$ cat config.mk
export PLATFORM = sky130hd
export DESIGN_NAME = multiplicador_seq
export DESIGN_NICKNAME = d
export VERILOG_FILES = /design/src/rtl/ula_pkg.sv /design/src/rtl/somador2w.sv /design/src/rtl/multiplicador_seq.sv
export SDC_FILE = /design/constraint.sdc
export NUM_CORES = 1
export LEC_CHECK = 0
export CAP_MARGIN = 20
export CORE_MARGIN = 2
export CORE_UTILIZATION = 57
export DETAILED_ROUTE_END_ITERATION = 7
export PLACE_DENSITY = 0.82
export SYNTH_ARGS = -nofsm -noshare
export SYNTH_HDL_FRONTEND = slang
export SYNTH_SLANG_ARGS = --single-unit
$ cat constraint.sdc
create_clock -name clk -period 10.45 [get_ports clk]
set_clock_uncertainty 0.05 [all_clocks]
set_input_delay 1.5675 -clock clk [delete_from_list [all_inputs] [get_ports clk]]
set_output_delay 1.5675 -clock clk [all_outputs]
set_load 0.1 [all_outputs]
$ cat src/rtl/ula_pkg.sv
// Shared ULA definitions: operand width, multiplier FSM encoding and iteration counter width.
package ula_pkg;

    localparam int ULA_W = 8;
    localparam int CNT_W = $clog2(ULA_W);

    typedef enum logic {
        ST_IDLE = 1'b0,
        ST_CALC = 1'b1
    } mult_state_t;

endpackage

$ cat src/rtl/somador2w.sv
// N-bit ripple-carry adder built from full-adder cells; the carry out of the top bit is dropped.
module somador2w #(
    parameter int N = 16
) (
    input  logic [N-1:0] i_a,
    input  logic [N-1:0] i_b,
    output logic [N-1:0] o_sum
);

    logic [N-1:0] w_carry;

    assign w_carry[0] = 1'b0;

    genvar i;
    generate
        for (i = 0; i < N; i++) begin : g_fa
            assign o_sum[i] = i_a[i] ^ i_b[i] ^ w_carry[i];
            // The top cell has no consumer for its carry, so the chain stops one short.
            if (i < N - 1) begin : g_carry
                assign w_carry[i+1] = (i_a[i] & i_b[i]) | (w_carry[i] & (i_a[i] ^ i_b[i]));
            end
        end
    endgenerate

endmodule

$ cat src/rtl/multiplicador_seq.sv
// Sequential shift-and-add unsigned multiplier, one multiplier bit per clock.
// Optional MULT_ZERO_SKIP_EN: finish early once the remaining multiplier bits are all zero.
module multiplicador_seq
    import ula_pkg::*;
#(
    parameter int W = ULA_W
) (
    input  logic           clk,
    input  logic           rst_n,
    input  logic           start,
    input  logic [W-1:0]   A,
    input  logic [W-1:0]   B,
    output logic           busy,
    output logic           done,
    output logic [2*W-1:0] P,
    output logic [W-1:0]   S,
    output logic           OVF,
    output logic           ZERO
);

    mult_state_t    r_state;
    mult_state_t    w_nextState;
    logic [2*W-1:0] r_acc;
    logic [2*W-1:0] r_mcand;
    logic [W-1:0]   r_mult;
    logic [CNT_W-1:0] r_cnt;
    logic [2*W-1:0] r_P;
    logic           r_OVF;
    logic           r_done;

    logic [2*W-1:0] w_addend;
    logic [2*W-1:0] w_sum;
    logic [W-1:0]   w_multShift;
    logic           w_last;
    logic           w_load;
    logic           w_finish;

    assign w_addend    = r_mult[0] ? r_mcand : '0;
    assign w_multShift = r_mult >> 1;

    somador2w #(
        .N(2*W)
    ) u_somador (
        .i_a  (r_acc),
        .i_b  (w_addend),
        .o_sum(w_sum)
    );

`ifdef MULT_ZERO_SKIP_EN
    assign w_last = (r_cnt == CNT_W'(W - 1)) || (w_multShift == '0);
`else
    assign w_last = (r_cnt == CNT_W'(W - 1));
`endif

    always_comb begin
        w_nextState = r_state;
        w_load      = 1'b0;
        w_finish    = 1'b0;
        case (r_state)
            ST_IDLE: begin
                if (start) begin
                    w_nextState = ST_CALC;
                    w_load      = 1'b1;
                end
            end
            ST_CALC: begin
                if (w_last) begin
                    w_nextState = ST_IDLE;
                    w_finish    = 1'b1;
                end
            end
        endcase
    end

    // The final partial sum goes straight to P so done can follow on the very next cycle.
    always_ff @(posedge clk or negedge rst_n) begin
        if (!rst_n) begin
            r_state <= ST_IDLE;
            r_acc   <= '0;
            r_mcand <= '0;
            r_mult  <= '0;
            r_cnt   <= '0;
            r_P     <= '0;
            r_OVF   <= 1'b0;
            r_done  <= 1'b0;
        end else begin
            r_state <= w_nextState;
            r_done  <= w_finish;
            if (w_load) begin
                r_mcand <= {{W{1'b0}}, A};
                r_mult  <= B;
                r_acc   <= '0;
                r_cnt   <= '0;
            end else if (r_state == ST_CALC) begin
                r_acc   <= w_sum;
                r_mcand <= r_mcand << 1;
                r_mult  <= w_multShift;
                r_cnt   <= r_cnt + CNT_W'(1);
            end
            if (w_finish) begin
                r_P   <= w_sum;
                r_OVF <= |w_sum[2*W-1:W];
            end
        end
    end

    assign busy = (r_state == ST_CALC);
    assign done = r_done;
    assign P    = r_P;
    assign S    = r_P[W-1:0];
    assign OVF  = r_OVF;
    assign ZERO = (r_P == '0);

endmodule
==> results.md <==
* Synth Warn # at 0
* Final Hold Fails at 0
* Total Wirelength at 5300 um
* CP max FO at 17
* # rows at 26
* Worst path cell trace: and2_1 > ha_1 > inv_1 > fa_1 > fa_1 > fa_1 > fa_1 > fa_1 > fa_1 > fa_1 > fa_1 > fa_1 > inv_1 > fa_1 > fa_1 > fa_1 > inv_1 > fa_1 > inv_1 > fa_1 > nor3_1 > a31oi_1
* Largest net degree at the start of global routing at 63
* #FFs+latches synth at 62
* First-pass GRT wire length at 8910 um
* Post-layout minimum cycle time at 6550 ps
* Seq/Total Area, Yosys at 53.2%
* Post-synth top cells: dfrtp_1 (62), nand2_1 (51), o21ai_0 (38), inv_1 (17), mux2i_1 (17)
* Chip height at 75.5 um
* GRT overflow at 0
* Synth Cell Area at 0.00292 mm^2
* # diodes at 0
* Detailed Route Iter0 Violations at 135
* Top Family by Delay on Critical Path: adder cells
* Final antenna-violating net count at 0
* DRC viols at 0
* Post-CTS setup buffers at 0
* Unrepaired setup endpoints after global routing: false
* Clock Latency Late Sink at 340 ps
* Most frequent cell after synthesis: dfrtp_1
* Die width at 75.5 um
* Syn nets at 299
* Compound-gate portion of the synthesized area at 10.9%
* Number of port buffers at 46
* Synth unique cells at 21
* Post-Synth XOR/XNOR Area at 0.600%
* Max-slew headroom at 32.2%
* Slew Viols, Final at 0
* Vias in the first global route at 1828
* Critical path arrival at 6720 ps
* Number of synthesized flops with an enable pin at 0
* Buf+Inv Stages, Crit Path at 4
* CP max stage delay at 610 ps
* Filler Cell Count at 390
* Clk buf depth at 2
* Fin nets at 336
* Num CTS Buffers at 9
* Largest area contributor in the netlist: dfrtp_1
* Setup-failing EPs final at 0
* Post-CTS Resized at 0
* Outcome: finished clean
* Starting density of the core at 58.2%
* Clock Pin Slew Worst Setup and Hold Paths at 70 ps
* # H-tree levels at 3
* Slew @ Worst Pin at 1010 ps
* Tcrit/Tclk final at 62.7%
* Clock Sink Count at 62
* Synth Instances at 263
* Mux contribution to synthesized area at 7.76%
* Root buffer cell: clkbuf_8
* Largest family of logic cells by synthesized area: compound AO/OA/AOI/OAI gates
* Slowest CP cell: dfrtp_1
* Routability cong. at 0.803
* Hold crit path type: reg2reg
* Synth Area in Adders at 10.9%
* Die ar. at 0.00571 mm^2
* GRT Total Usage at 21.7%
* Via density at 5.24
* Cts hold-fix bufs at 0
* Initial antenna violation count at 0
* Asr flop ratio synth at 100%
* Critical path type: reg2reg
* CTS tree: yes
* First-pass iteration count of the detailed router at 4
* Layout cells sized above 1 at 8.20%
* Detailed Place HPWL at 3710 um
* CP endpoint kind: register
* Via count at 1965
* Setup TNS Final at 0 ps
* Syn Area/Cell at 11.1 um^2
* Synth top area cells: dfrtp_1 (53%), fa_1 (9.6%), nand2_1 (6.6%), o21ai_0 (6.5%), mux2i_1 (5.8%)
* Synth Area in Simple Gates at 9.95%
* Yosys top cell area share at 53.2%
* Core Area at 0.00501 mm^2
* I/O pin total at 47
* Most used cell, CP: fa_1
* Crit path launch type: register
* Maximum capacitance violations at 0
* Area Growth Syn to Fin at 23.2%
* Average wire per standard cell at 14.1 um
* Ys flop type: dfrtp_1
* Peak Freq at 153 MHz
* Worst Path Required at 10610 ps
## cell families after synthesis
family | count (synthesis)
flip-flops | 62
multiplexers | 22
AND/OR/NAND/NOR | 68
adder cells (fa/ha/maj) | 17
buffers and inverters | 39
XOR/XNOR | 2
AO/OA/AOI/OAI | 53
## sequential cells by signal (all words and copies together), names as in the netlist
register and cells:
P 16, r_acc 16, done 1, busy 1
r_mcand 16, r_mult 8, OVF 1, r_cnt 3
## cell usage in the layout (no fill, tap or decap), types with 2 or more instances in the layout
| master | instances |
|---|---|
| a22o_1 | 14 |
| nor4_1 | 4 |
| xnor2_1 | 2 |
| clkdlybuf4s50_1 | 45 |
| nand2_1 | 51 |
| nor2_1 | 3 |
| clkinvlp_4 | 2 |
| clkinv_4 | 2 |
| buf_4 | 2 |
| bufinv_16 | 3 |
| clkbuf_8 | 9 |
| o21ai_0 | 38 |
| dfrtp_1 | 62 |
| and2_1 | 5 |
| ha_1 | 3 |
| fa_1 | 14 |
| mux2i_1 | 17 |
| inv_1 | 17 |
| mux2_2 | 5 |
## routing by layer
metal  part of all wire, %  wire, um  GRT usage [%]
met1                    46      2440           29.8
met2                    46      2470           32.4
met3                   5.2       278           5.42
met4                   2.2       119           11.1
met5                     0         0              0
## per-stage QoR
step / instances / instance area (um^2) / hold slack, ps / utilization, % / setup slack, ps
after floorplan: 263 / 2920 / 400 / - / 4360
after global placement: 359 / 3350 / 414 / 66.8 / 4080
after detailed placement: 359 / 3350 / 425 / 66.8 / 3950
after CTS: 375 / 3590 / 445 / 71.7 / 3900
after global routing: 375 / 3590 / 465 / 71.7 / 3530
final: 375 / 3590 / 446 / 71.7 / 3900
## layout make-up
cell class	instances	area, um^2	share of cell area [%]
clock buffer	9	124	3.45
clock inverter	7	123	3.41
inverter	17	63.8	1.78
multi-input combinational	162	1170	32.7
sequential	62	1550	43.2
tap	70	87.6	2.44
timing repair buffer	48	470	13.1
## final timing paths
| path | depth (start not counted) | endpoint | slack (ps) | start |
|---|---|---|---|---|
| hold / removal | 1 | r_cnt[0] | 450 | r_cnt[0] |
| max in group asynchronous | 2 | busy | 8520 | rst_n |
| min in group asynchronous | 2 | P[15] | 1310 | rst_n |
| hold reg to reg | 1 | r_cnt[0] | 450 | r_cnt[0] |
| setup reg to reg | 22 | OVF | 3900 | r_mult[0] |
| setup / recovery | 22 | OVF | 3900 | r_mult[0] |
Power is not shown: default switching activity piles up to over one toggle a cycle in this logic, so the estimate is an artifact.
